File: src/rtl/pipe_hazard_unit_pkg.sv
// Shared constants for the hazard/forwarding controller: forwarding-select
// encoding, scoreboard entry field widths and the register address width.
package pipe_hazard_unit_pkg;

  localparam int unsigned ASIZE_DEF = 4;
  localparam int unsigned SB_FLAG_W = 1;
  localparam int unsigned FWD_RF    = 0;

  // Entry = {v, wen, waddr, load}
  function automatic int unsigned sb_entry_w(input int unsigned asize);
    return 3 * SB_FLAG_W + asize;
  endfunction

  // The WB-retained value sits one slot past the last pipeline register
  function automatic int unsigned fwd_wbq(input int unsigned nstages);
    return nstages;
  endfunction

  function automatic int unsigned idx_w(input int unsigned n);
    return (n > 1) ? $clog2(n) : 1;
  endfunction

endpackage

File: src/rtl/pipe_hazard_unit_match.sv
// Per-operand scoreboard lookup: finds the youngest in-flight writer of raddr
// and whether its result can be forwarded yet.
module haz_match
  import pipe_hazard_unit_pkg::*;
#(
  parameter int unsigned ASIZE    = ASIZE_DEF,
  parameter int unsigned NSTAGES  = 3,
  parameter int unsigned ALU_LAT  = 1,
  parameter int unsigned LOAD_LAT = 2,
  parameter bit          FWD_EN   = 1'b1,
  localparam int unsigned IDXW    = idx_w(NSTAGES)
) (
  input  logic                            en,
  input  logic [ASIZE-1:0]                raddr,
  input  logic [NSTAGES-1:0]              sb_v,
  input  logic [NSTAGES-1:0]              sb_wen,
  input  logic [NSTAGES-1:0]              sb_load,
  input  logic [NSTAGES-1:0][ASIZE-1:0]   sb_waddr,
  output logic                            hit_c,
  output logic                            ready_c,
  output logic [IDXW-1:0]                 idx_c
);

  // Scan oldest to youngest so the smallest matching index wins
  always_comb begin
    hit_c   = 1'b0;
    ready_c = 1'b0;
    idx_c   = '0;
    for (int s = int'(NSTAGES) - 1; s >= 0; s--) begin
      if (en && sb_v[s] && sb_wen[s] && (sb_waddr[s] == raddr)) begin
        hit_c   = 1'b1;
        idx_c   = IDXW'(s);
        ready_c = FWD_EN &&
                  ((s + 1) >= (sb_load[s] ? int'(LOAD_LAT) : int'(ALU_LAT)));
      end
    end
  end

endmodule

File: src/rtl/pipe_hazard_unit.sv
// Hazard/forwarding controller for the instruction in ID. Define HAZ_FWD_EN
// for full bypassing; otherwise the unit interlocks until producers retire.
module pipe_hazard_unit
  import pipe_hazard_unit_pkg::*;
#(
  parameter int unsigned ASIZE    = ASIZE_DEF,
  parameter int unsigned NSTAGES  = 3,
  parameter int unsigned ALU_LAT  = 1,
  parameter int unsigned LOAD_LAT = 2,
  localparam int unsigned FSW     = $clog2(NSTAGES + 1)
) (
  input  logic             clk,
  input  logic             rst,
  input  logic             id_valid,
  input  logic [ASIZE-1:0] id_raddr1,
  input  logic [ASIZE-1:0] id_raddr2,
  input  logic             id_use2,
  input  logic             id_wen,
  input  logic [ASIZE-1:0] id_waddr,
  input  logic             id_is_load,
  input  logic             ex_branch_taken,
  output logic             stall,
  output logic             flush,
  output logic [FSW-1:0]   fwd_sel1_ex,
  output logic [FSW-1:0]   fwd_sel2_ex
);

`ifdef HAZ_FWD_EN
  localparam bit FWD_EN = 1'b1;
`else
  localparam bit FWD_EN = 1'b0;
`endif
  localparam int unsigned IDXW = idx_w(NSTAGES);

  logic [NSTAGES-1:0]            sb_v_q, sb_v_d;
  logic [NSTAGES-1:0]            sb_wen_q, sb_wen_d;
  logic [NSTAGES-1:0]            sb_load_q, sb_load_d;
  logic [NSTAGES-1:0][ASIZE-1:0] sb_waddr_q, sb_waddr_d;
  logic [FSW-1:0]                fwd_sel1_q, fwd_sel1_d;
  logic [FSW-1:0]                fwd_sel2_q, fwd_sel2_d;

  logic            hit1_c, ready1_c, hit2_c, ready2_c;
  logic [IDXW-1:0] idx1_c, idx2_c;
  logic            stall_c, flush_c, adv_c;

  haz_match #(
    .ASIZE(ASIZE), .NSTAGES(NSTAGES), .ALU_LAT(ALU_LAT),
    .LOAD_LAT(LOAD_LAT), .FWD_EN(FWD_EN)
  ) u_match1 (
    .en(1'b1), .raddr(id_raddr1),
    .sb_v(sb_v_q), .sb_wen(sb_wen_q), .sb_load(sb_load_q), .sb_waddr(sb_waddr_q),
    .hit_c(hit1_c), .ready_c(ready1_c), .idx_c(idx1_c)
  );

  haz_match #(
    .ASIZE(ASIZE), .NSTAGES(NSTAGES), .ALU_LAT(ALU_LAT),
    .LOAD_LAT(LOAD_LAT), .FWD_EN(FWD_EN)
  ) u_match2 (
    .en(id_use2), .raddr(id_raddr2),
    .sb_v(sb_v_q), .sb_wen(sb_wen_q), .sb_load(sb_load_q), .sb_waddr(sb_waddr_q),
    .hit_c(hit2_c), .ready_c(ready2_c), .idx_c(idx2_c)
  );

  // Flush dominates; without bypassing ready is never set, so any hit stalls
  always_comb begin
    flush_c = ex_branch_taken;
    stall_c = id_valid & ~flush_c & ((hit1_c & ~ready1_c) | (hit2_c & ~ready2_c));
    adv_c   = id_valid & ~stall_c & ~flush_c;
  end

  always_comb begin
    sb_v_d     = {sb_v_q[NSTAGES-2:0], adv_c & id_wen};
    sb_wen_d   = {sb_wen_q[NSTAGES-2:0], id_wen};
    sb_load_d  = {sb_load_q[NSTAGES-2:0], id_is_load};
    sb_waddr_d = {sb_waddr_q[NSTAGES-2:0], id_waddr};

    fwd_sel1_d = FSW'(FWD_RF);
    fwd_sel2_d = FSW'(FWD_RF);
    if (adv_c && hit1_c && ready1_c) fwd_sel1_d = FSW'(idx1_c) + FSW'(1);
    if (adv_c && hit2_c && ready2_c) fwd_sel2_d = FSW'(idx2_c) + FSW'(1);
  end

  always_ff @(posedge clk or negedge rst) begin
    if (!rst) begin
      sb_v_q     <= '0;
      sb_wen_q   <= '0;
      sb_load_q  <= '0;
      sb_waddr_q <= '0;
      fwd_sel1_q <= '0;
      fwd_sel2_q <= '0;
    end else begin
      sb_v_q     <= sb_v_d;
      sb_wen_q   <= sb_wen_d;
      sb_load_q  <= sb_load_d;
      sb_waddr_q <= sb_waddr_d;
      fwd_sel1_q <= fwd_sel1_d;
      fwd_sel2_q <= fwd_sel2_d;
    end
  end

  assign stall       = stall_c;
  assign flush       = flush_c;
  assign fwd_sel1_ex = fwd_sel1_q;
  assign fwd_sel2_ex = fwd_sel2_q;

endmodule
File: config.mk
export PLATFORM = sky130hd
export DESIGN_NAME = pipe_hazard_unit
export DESIGN_NICKNAME = d
export VERILOG_FILES = /design/src/rtl/pipe_hazard_unit_pkg.sv /design/src/rtl/pipe_hazard_unit_match.sv /design/src/rtl/pipe_hazard_unit.sv
export SDC_FILE = /design/constraint.sdc
export NUM_CORES = 1
export LEC_CHECK = 0
export ABC_AREA = 1
export CAP_MARGIN = 20
export CORE_UTILIZATION = 47
export DETAILED_ROUTE_END_ITERATION = 12
export PLACE_DENSITY = 0.87
export RECOVER_POWER = 50
export SETUP_SLACK_MARGIN = 0.02
export SLEW_MARGIN = 40
export SYNTH_ARGS = -nofsm -noshare
export SYNTH_HDL_FRONTEND = slang
export SYNTH_SLANG_ARGS = --single-unit
File: constraint.sdc
create_clock -name clk -period 1.3 [get_ports clk]
set_input_delay 0.195 -clock clk [delete_from_list [all_inputs] [get_ports clk]]
set_output_delay 0.195 -clock clk [all_outputs]
set_load 0.03 [all_outputs]
### Yosys cells after proc, flatten, opt, wreduce, memory -nomap -nowiden

Index checks and enable logic that the tools add are counted.

| storage, ports and cells | value |
|---|---|
| bits in registers | 18 |
| bits in latches | 0 |
| RAM bits | 0 |
| memory bits (read-only) | 0 |
| output and inout bits | 6 |
| memories kept | 0 |

| operators by class | value |
|---|---|
| $add $sub $neg | 0 |
| multiply operators | 0 |
| divide/modulo/power cells | 0 |
| $lt $le $gt $ge | 0 |
| equality and inequality tests | 6 |
| shift-type cells | 0 |
| mux-type cells | 6 |
| bitwise gates (word level) | 8 |
| reduce and logical (&&, ||, !) cells | 15 |

Operator list:

| cell | number |
|---|---|
| $eq 4x4->1 | 6 |
| $logic_and 1x1->1 | 15 |
| $mux 1 | 6 |
| $and 1x1->1 | 5 |
| $not 1->1 | 2 |
| $or 1x1->1 | 1 |

### Depth between registers and ports, before layout

Gate-level depths: netlist (run 1).

| logic depth | value |
|---|---|
| depth after elaboration | 12 |
| depth in mapped cells | 9 |
| depth with buffers taken out | 9 |

### Hierarchy

A second synthesis (run 1) with hierarchy kept.

| second synthesis, totals | value |
|---|---|
| cell total of the unflattened synthesis | 151 |
| area, all modules | 1212.4 µm² |

By module, submodules not included:

| module | instances | cells an instance | area an instance (µm²) | sequential area each (µm²) |
|---|---|---|---|---|
| pipe_hazard_unit | 1 | 45 | 732.0 | 625.6 |
| haz_match | 2 | 53 | 240.2 | 0.0 |

### Worst setup path before layout (run 1)

Ideal clock, no wire load.

| path | value |
|---|---|
| path kind | register -> output |
| start | register sb_waddr_q (netlist bit sb_waddr_d[5]) |
| end | output stall |
| data arrival time | 1.188 ns |
| path slack | -0.083 ns |
| stages on the path, launching flop included | 8 |
| buffers on the path | 0 |
| cells stage by stage | dfrtp_1 nand2_1 nand2_1 nor2_1 nand3_1 nand3_1 nor2_1 nor2_1 |

| on the way | value |
|---|---|
| cells in the longest elaborated chain, start to end | 5 |

RTL lines:

| what | line | text |
|---|---|---|
| start, declared | pipe_hazard_unit.sv:38 | `logic [NSTAGES-1:0][ASIZE-1:0] sb_waddr_q, sb_waddr_d;` |
| start signal, assigned | pipe_hazard_unit.sv:95 | `sb_waddr_q <= sb_waddr_d;` |
| $eq 4x4->1 | pipe_hazard_unit_match.sv:30 | `if (en && sb_v[s] && sb_wen[s] && (sb_waddr[s] == raddr)) begin` |
| $logic_and 1x1->1 | pipe_hazard_unit_match.sv:30 |  |
| $mux 1 | pipe_hazard_unit_match.sv:30 |  |
| $or 1x1->1 (*) | pipe_hazard_unit.sv:67 | `stall_c = id_valid & ~flush_c & ((hit1_c & ~ready1_c) \| (hit2_c & ~ready2_c));` |
| $and 1x1->1 (*) | pipe_hazard_unit.sv:67 |  |
| end, declared | pipe_hazard_unit.sv:22 | `output logic stall,` |

Every way passes the cells marked *; elsewhere a longest branch is shown, timed or not.

### Final worst setup path (run 1)

| path | value |
|---|---|
| start | register sb_waddr_q (netlist bit sb_waddr_d[6]) |
| end | output stall |

Same word-level chain as after synthesis.

==> flow_summary.ini, run 1 <==
[logic_synthesis]
synth_edf_count = 0
synth-simple-area-share_pct = 35.2
syn_area_sq_um = 986
synthAdderAreaFrac_pct = 0
ys_ff_latch = 18
synth_area_leader_cell = dfrtp_1
synthTopCellsByCount = nand2_1 (57), inv_1 (23), nor2_1 (19)
synth_mux_area_share_pct = 0
yosysWarnings = 0
synth_top_family_by_area = simple AND/OR/NAND/NOR gates
synth.most_common_cell = nand2_1
synth_top_area_share_pct = 45.7
synth-main-ff-cell = dfrtp_1
avgSynthCellArea_sq_um = 6.89
ys_seq_area_share_pct = 45.7
netlist_top_cells_area = dfrtp_1 (46%), nand2_1 (22%), inv_1 (8.8%), nor2_1 (7.2%), nand3_1 (5.6%)
synthCells = 143
synth_compound_area_share_pct = 0.508
ys_types = 11
synth_xor_area_share_pct = 5.33
postSynth.asyncResetShare_pct = 100

[clock_tree]
htreeDepth = 1
clock_latency_ns = 0.29
cts.path.max_buffers = 2
hold_buffers = 0
cts_tree = built
clock-sinks = 18
numCtsBuffers = 3
cts_root_buffer = clkbuf_4
path_clk_slew_ns = 0.10

[sta]
setup_tns_ns = -0.474
relSlewSlack_pct = 37.6
rsz0062_at_grt = true
fmax_mhz = 564
clock_skew_ns = 0.000439
post-route-period-util_pct = 136
hold_viol = 0
setup_viol = 1
fin_ws_ns = -0.474
fin_crit_ns = 1.77
hold_ws_ns = 0.381
worstMarginPinSlew_ns = 0.936
drv_slew = 0

[status]
violations = setup timing
status = finished with violations

[finish]
fillers = 180
nets = 189
area_delta_synth_final_pct = 28.6
post-route-util_pct = 64.6
diodes = 0
final_layout_size_suffix_gt1_share_pct = 12.4

[global_route]
gr-total-overflow = 0
first_global_vias = 779
grt_start_max_net_pins = 19
antenna_found_initial = 0
grt_pass1_wl_um = 3060
track_usage_pct = 19.2

[critical_path]
crit_top_cell = nor2_2
timing.critical_path.to_type = primary output
cp_max_fo = 3
cp_slowest_stage_delay_ns = 0.42
cp.arrival_ns = 1.58
cpLargestDelayFamily = flip-flops
cp_slowest_cell = dfrtp_1
cp.required_ns = 1.11
cp.buffers_inverters = 2
startpoint_type = register
path_class = reg -> out
crit_chain = buf_4 > xnor2_1 > nand3_1 > nand3_2 > nor2_2 > nor2_2 > buf_6

[route]
postRouteWirelength_um = 2170
ant_nets = 0
firstDrtPassIters = 4
drc = 0
vias_per_cell = 4.73
drtIter0Drc = 24
dr_total_vias = 927
wl_per_cell_um = 11.1

[floorplanning]
die_height_um = 47.8
rows = 16
core-area_sq_um = 1960
die_w_um = 47.8
die_area_sq_um = 2280
io_pins = 25
initial_core_util_pct = 50.3

[placement]
dpl.hpwl_um = 1560
globalplace.congestion = 0.849
io_buffers = 19

[hold_path]
worstHoldPathType = reg -> reg

[pwr]
power_density_nw_per_um2 = 912
irDropWorstVdd_mv = 0.758
power_leakage_nw = 0.740

[run]
max_cap_violations = 0
cells in the final DEF, fill, tap and decap left out, drive strengths merged:
cell type and count:
nand2 57, inv 24, nor2 20, dfrtp 18, nand3 11, xnor2 6, dlygate4sd2 6, clkdlybuf4s50 6
buf 6, dlygate4sd3 5, clkbuf 5, conb 4, o21ai 1
sequential cells by signal (all words and copies together), names as in the netlist:
register    cells
sb_v_q          3
sb_waddr_d      8
sb_waddr_q      4
sb_wen_q        3
layout make-up:
cell class / instances / area, sq um / share of cell area [%]
inverters: 24 / 90.1 / 7.11
multi-input cells: 99 / 442 / 34.8
well taps: 27 / 33.8 / 2.67
repair buffers: 24 / 215 / 17.0
clock buffers: 4 / 36.3 / 2.86
flip-flops and latches: 18 / 450 / 35.5
where the power goes:
part	leakage [nW]	internal [mW]	switching (mW)	total, mW
registers	0.215	0.587	0.0242	0.611
clock network	0.0210	0.171	0.164	0.335
logic	0.503	0.0897	0.120	0.210
total	0.740	0.847	0.309	1.16
cells by family after synthesis:
kind of cell | Yosys count
flops | 18
buf+inv | 29
compound gates | 1
simple gates | 88
other cells | 1
xor+xnor | 6
per-stage QoR:
step	cell area [sq um]	instances	power [mW]	worst slack, ns
6_report	1270	196	1.16	-0.474
5_1_grt	1270	196	1.22	-0.500
4_1_cts	1240	193	1.15	-0.368
3_5_place_dp	1190	188	0.822	-0.448
3_3_place_gp	1190	188	0.813	-0.392
2_1_floorplan	1000	146	0.730	0.0486
per-layer routing:
metal	global-route usage [%]	share of wire, %
met5	0	0
met4	7.22	3.0
met3	3.02	5.4
met2	34.6	51
met1	22.9	40
worst paths after layout:
path                                               from                      end  slack (ns)  cells past startpoint
worst max register to register  sb_waddr_d[6]$_DFF_PN0_      sb_v_q[0]$_DFF_PN0_        0.06                      7
worst min register to register    sb_wen_q[0]$_DFF_PN0_    sb_wen_q[1]$_DFF_PN0_        0.38                      0
worst min-delay path              sb_wen_q[0]$_DFF_PN0_    sb_wen_q[1]$_DFF_PN0_        0.38                      0
max in group asynchronous                           rst    sb_wen_q[2]$_DFF_PN0_        0.24                      2
worst max-delay path            sb_waddr_d[6]$_DFF_PN0_                    stall       -0.47                      7
min in group asynchronous                           rst  sb_waddr_d[9]$_DFF_PN0_        0.49                      2
repair_timing:
action / in CTS / in global routing
gates resized for setup: 9 / 7
buffers inserted: 1 / 3
endpoints found under the setup margin: 1 / 2
endpoints found under the hold margin: 0 / 0
pin swaps: 2 / 4
worst reg2reg max path, cell delays in order (launching register included):
cell     delay, ns
dfrtp_1       0.42
buf_4         0.15
xnor2_1       0.18
nand3_1       0.16
inv_1         0.08
nor2_1        0.05
nand2_1       0.07
nor2_2        0.04
No activity file was read; power rests on OpenSTA's default activity.
==> inputs of run 2 (changes only) <==
--- a/config.mk
+++ b/config.mk
@@ -7,12 +7,13 @@
 export LEC_CHECK = 0
 export ABC_AREA = 1
 export CAP_MARGIN = 20
-export CORE_UTILIZATION = 47
+export CORE_UTILIZATION = 50
 export DETAILED_ROUTE_END_ITERATION = 12
-export PLACE_DENSITY = 0.87
+export PLACE_DENSITY = 0.88
 export RECOVER_POWER = 50
 export SETUP_SLACK_MARGIN = 0.02
 export SLEW_MARGIN = 40
 export SYNTH_ARGS = -nofsm -noshare
 export SYNTH_HDL_FRONTEND = slang
+export SYNTH_HIERARCHICAL = 1
 export SYNTH_SLANG_ARGS = --single-unit
==> flow_summary.ini, run 2 <==
[status]
status = finished with violations
violations = setup timing

[pwr]
p_seq_share_pct = 54.8
clkPwrFrac_pct = 28.9
switching_power_mw = 0.370
combPwrFrac_pct = 16.3
irDropWorstVdd_mv = 0.755
power_leakage_nw = 0.847
power_density_nw_per_um2 = 835
swShare_pct = 27.4
intPower_mw = 0.983

[finish]
regArea_sq_um = 553
final_cell_mix = nand2_1 (40), dfrtp_1 (20), inv_1 (19)
diodes = 0
final_layout_size_suffix_gt1_share_pct = 26.5
fillers = 132
final_common_cell = nand2_1
post-route-util_pct = 79.4
multi_input_area_sq_um = 568
nets = 209
largest_reg_flops = 8
area_delta_synth_final_pct = 42.5

[global_route]
track_usage_pct = 23.5
gr-total-overflow = 0
grt_start_max_net_pins = 23
first_global_vias = 1011
grt_pass1_wl_um = 4120
antenna_found_initial = 0

[placement]
post-place-ws_ns = -0.619
globalplace.congestion = 0.833
io_buffers = 23
dpl.hpwl_um = 1930

[sta]
rsz0062_at_grt = true
hold_viol = 0
worstMarginPinSlew_ns = 0.535
post-route-period-util_pct = 144
setup_viol = 2
fin_ws_ns = -0.577
fin_crit_ns = 1.88
clock_skew_ns = 0.00368
relSlewSlack_pct = 64.3
drv_slew = 0
fmax_mhz = 533

[clock_tree]
clock-sinks = 22
path_clk_slew_ns = 0.12
cts.path.max_buffers = 2
hold_buffers = 0
htreeDepth = 1
clock_latency_ns = 0.32
cts_root_buffer = clkbuf_4
numCtsBuffers = 3
cts_tree = built

[critical_path]
r2r_cells = 7
timing.critical_path.to_type = primary output
cp.arrival_ns = 1.68
rrSetupSlack_ns = -0.14
r2r-end = sb_v_q[0]$_DFF_PN0_
cp.required_ns = 1.11
path_class = reg -> out
startpoint = sb_waddr_d[8]$_DFF_PN0_
startpoint_type = register
cp_max_fo = 5
rr_startpoint = sb_waddr_d[10]$_DFF_PN0_

[route]
wl_per_cell_um = 13.5
ant_nets = 0
postRouteWirelength_um = 2920
drtIter0Drc = 27
drc = 0
firstDrtPassIters = 4
vias_per_cell = 4.94
dr_total_vias = 1067

[logic_synthesis]
synthCells = 148
avgSynthCellArea_sq_um = 7.68
yosysWarnings = 6
syn_area_sq_um = 1140

[floorplanning]
rows = 16
io_pins = 25
core-area_sq_um = 2040
die_w_um = 49.7
initial_core_util_pct = 55.7
die_area_sq_um = 2470
die_height_um = 49.7

[hold_path]
worstHoldPathType = in -> async

[run]
max_cap_violations = 0
run 2: repair_timing:
item	4_1_cts	5_1_grt
hold endpoints to repair	0	0
endpoints found under the setup margin	6	6
pin swaps	4	9
buffers inserted	3	4
gates resized for setup	8	25
run 2: stage by stage:
step	setup TNS, ns	area (sq um)	std cells	hold WS [ns]	power [mW]
4_1_cts	-0.631	1540	212	0.208	1.33
2_1_floorplan	-0.0247	1170	150	-0.101	0.844
3_5_place_dp	-1.10	1470	205	0.386	0.946
3_3_place_gp	-0.848	1470	205	0.382	0.933
5_1_grt	-0.811	1620	216	0.402	1.40
6_report	-0.715	1620	216	0.361	1.35
run 2: final cells by class:
type                    count  share of cell area, %
inverters                  24                   5.56
multi-input cells         101                   35.1
well taps                  27                   2.08
flip-flops and latches     22                   34.1
clock buffers               4                   2.24
repair buffers             38                   20.9
run 2: worst max-delay path by stage:
stage / slack [ns] / cells past startpoint / endpoint
6_report: -0.58 / 9 / stall
5_1_grt: -0.64 / 9 / stall
4_1_cts: -0.55 / 9 / stall
3_5_place_dp: -0.62 / 9 / stall
3_3_place_gp: -0.49 / 9 / stall
2_1_floorplan: -0.02 / 6 / stall
run 2: per-layer routing:
layer	global-route usage, %	vias to the layer above	part of all wire, %	routed length (um)
met3	6.48	9	6.4	187
met5	0	-	0	0
met2	44.4	39	54	1570
li1	-	515	-	-
met1	23.0	504	37	1080
met4	11.4	0	2.5	72
run 2: power groups by stage:
| stage | Combinational, mW | Clock [mW] | Sequential, mW |
|---|---|---|---|
| 4_1_cts | 0.201 | 0.395 | 0.739 |
| 3_3_place_gp | 0.184 | 0 | 0.750 |
| 5_1_grt | 0.239 | 0.418 | 0.745 |
| 2_1_floorplan | 0.0984 | 0 | 0.746 |
| 6_report | 0.220 | 0.391 | 0.741 |
| 3_5_place_dp | 0.194 | 0 | 0.753 |
run 2: worst max-delay path, cell delays in order, from the launching register on:
cell and delay (ns):
dfrtp_1 0.43, inv_1 0.08, nand2_1 0.08, nand2_1 0.08, nor2_2 0.15, nand3_2 0.10
nand3_2 0.08, nand2_2 0.08, a21boi_4 0.15, buf_6 0.14
==> inputs of run 3 (changes only) <==
--- a/config.mk
+++ b/config.mk
@@ -17,3 +17,4 @@
 export SYNTH_HDL_FRONTEND = slang
 export SYNTH_HIERARCHICAL = 1
 export SYNTH_SLANG_ARGS = --single-unit
+export TNS_END_PERCENT = 1
==> flow_summary.ini, run 3 (synthesis gave the netlist of run 2 again) <==
[run]
max_cap_violations = 0

[route]
drc = 0
vias_per_cell = 5.03
drtIter0Drc = 38
postRouteWirelength_um = 2900
dr_total_vias = 1086
firstDrtPassIters = 4
wl_per_cell_um = 13.4
ant_nets = 0

[sta]
hold_viol = 0
rsz0062_at_grt = true
relSlewSlack_pct = 64.2
fmax_mhz = 530
post-route-period-util_pct = 145
worstMarginPinSlew_ns = 0.537
hold_ws_ns = 0.359
setup_viol = 2
clock_skew_ns = 0.000503
drv_slew = 0
fin_crit_ns = 1.89
fin_ws_ns = -0.588

[clock_tree]
cts.path.max_buffers = 2
numCtsBuffers = 3
cts_tree = built
cts_root_buffer = clkbuf_4
path_clk_slew_ns = 0.12
clock_latency_ns = 0.32
htreeDepth = 1
hold_buffers = 0
clock-sinks = 22

[critical_path]
crit_chain = clkdlybuf4s50_1 > xor2_1 > nor2_1 > nand3_2 > nand3_2 > nand2_2 > a21boi_4 > buf_6
crit_top_cell = nand3_2
cp_slowest_stage_delay_ns = 0.51
startpoint = id_raddr1[0]
r2r_cells = 7
startpoint_type = input port
cp.buffers_inverters = 2
cp.arrival_ns = 1.69
r2r-end = sb_v_q[0]$_DFF_PN0_
path_class = in -> out
cpLargestDelayFamily = buffers and inverters
cp.required_ns = 1.11
rrSetupSlack_ns = -0.14
worst-path-stages = 8
cp_max_fo = 4
cp_slowest_cell = clkdlybuf4s50_1
timing.critical_path.to_type = primary output
crit_path_end = stall
rr_startpoint = sb_waddr_d[10]$_DFF_PN0_

[global_route]
track_usage_pct = 23.5
gr-total-overflow = 0
antenna_found_initial = 0
grt_pass1_wl_um = 4120
grt_start_max_net_pins = 23
first_global_vias = 1011

[finish]
final_layout_size_suffix_gt1_share_pct = 26.5
largest_reg_flops = 8
diodes = 0
fillers = 132
area_delta_synth_final_pct = 42.5
fin_cells = 216
final_common_cell = nand2_1
nets = 209
final_cell_mix = nand2_1 (40), dfrtp_1 (20), inv_1 (19)

[status]
violations = setup timing
status = finished with violations

[placement]
globalplace.congestion = 0.833
io_buffers = 23
dpl.hpwl_um = 1930
post-place-cells = 205

[pwr]
irDropWorstVdd_mv = 0.769
power_mw = 1.36
power_density_nw_per_um2 = 837
power_leakage_nw = 0.847

[floorplanning]
rows = 16
die_w_um = 49.7
die_area_sq_um = 2470
io_pins = 25
die_height_um = 49.7
initial_core_util_pct = 55.7
core-area_sq_um = 2040

[hold_path]
worstHoldPathType = in -> async
-- run 3: what timing repair did --
action	4_1_cts	5_1_grt
gates resized for setup	8	25
pin swaps	4	9
setup buffers	3	4
gates cloned	0	0
endpoints found under the setup margin	6	6
-- run 3: worst register-to-register path, cell delays in order, from the launching register on --
cell and delay [ns]:
dfrtp_1 0.44, xnor2_1 0.33, nand3_2 0.13, nand3_2 0.11, nand2_2 0.08, buf_4 0.14
nand3_1 0.08, nor2_1 0.05
-- run 3: worst min path at each step --
stage / to / slack (ns)
finish: sb_waddr_q[11]$_DFF_PN0_ / 0.36
global route: sb_waddr_d[5]$_DFF_PN0_ / 0.40
CTS: sb_waddr_q[11]$_DFF_PN0_ / 0.21
detailed placement: sb_v_q[2]$_DFF_PN0_ / 0.39
global placement: sb_v_q[2]$_DFF_PN0_ / 0.38
floorplan: fwd_sel1_ex[0]$_DFF_PN0_ / -0.10
-- run 3: routing by layer --
metal  vias up  global-route usage (%)  wire (um)
met2        49                    44.4       1590
li1        514                       -          -
met3         9                    6.48        198
met5         -                       0          0
met4         0                    11.4         72
met1       514                    23.0       1040
-- run 3: area by class of cell --
cell class / count / area, sq um / area share, %
Clock buffer: 4 / 36.3 / 2.24
Inverter: 24 / 90.1 / 5.56
Multi-Input combinational cell: 101 / 568 / 35.1
Sequential cell: 22 / 553 / 34.1
Tap cell: 27 / 33.8 / 2.08
Timing Repair Buffer: 38 / 339 / 20.9
-- run 3: report_power, final --
part           internal [mW]  switching [mW]  total, mW
registers              0.712          0.0293      0.741
logic                 0.0989           0.121      0.220
clock network          0.172           0.224      0.396
total                  0.983           0.374       1.36
-- run 3: through the flow --
stage	TNS [ns]	area (sq um)	util (%)	setup WS (ns)
floorplan	-0.0247	1170	-	-0.0247
global placement	-0.848	1470	71.9	-0.491
detailed placement	-1.10	1470	71.9	-0.619
CTS	-0.631	1540	75.2	-0.554
global route	-0.811	1620	79.4	-0.636
finish	-0.727	1620	79.4	-0.588
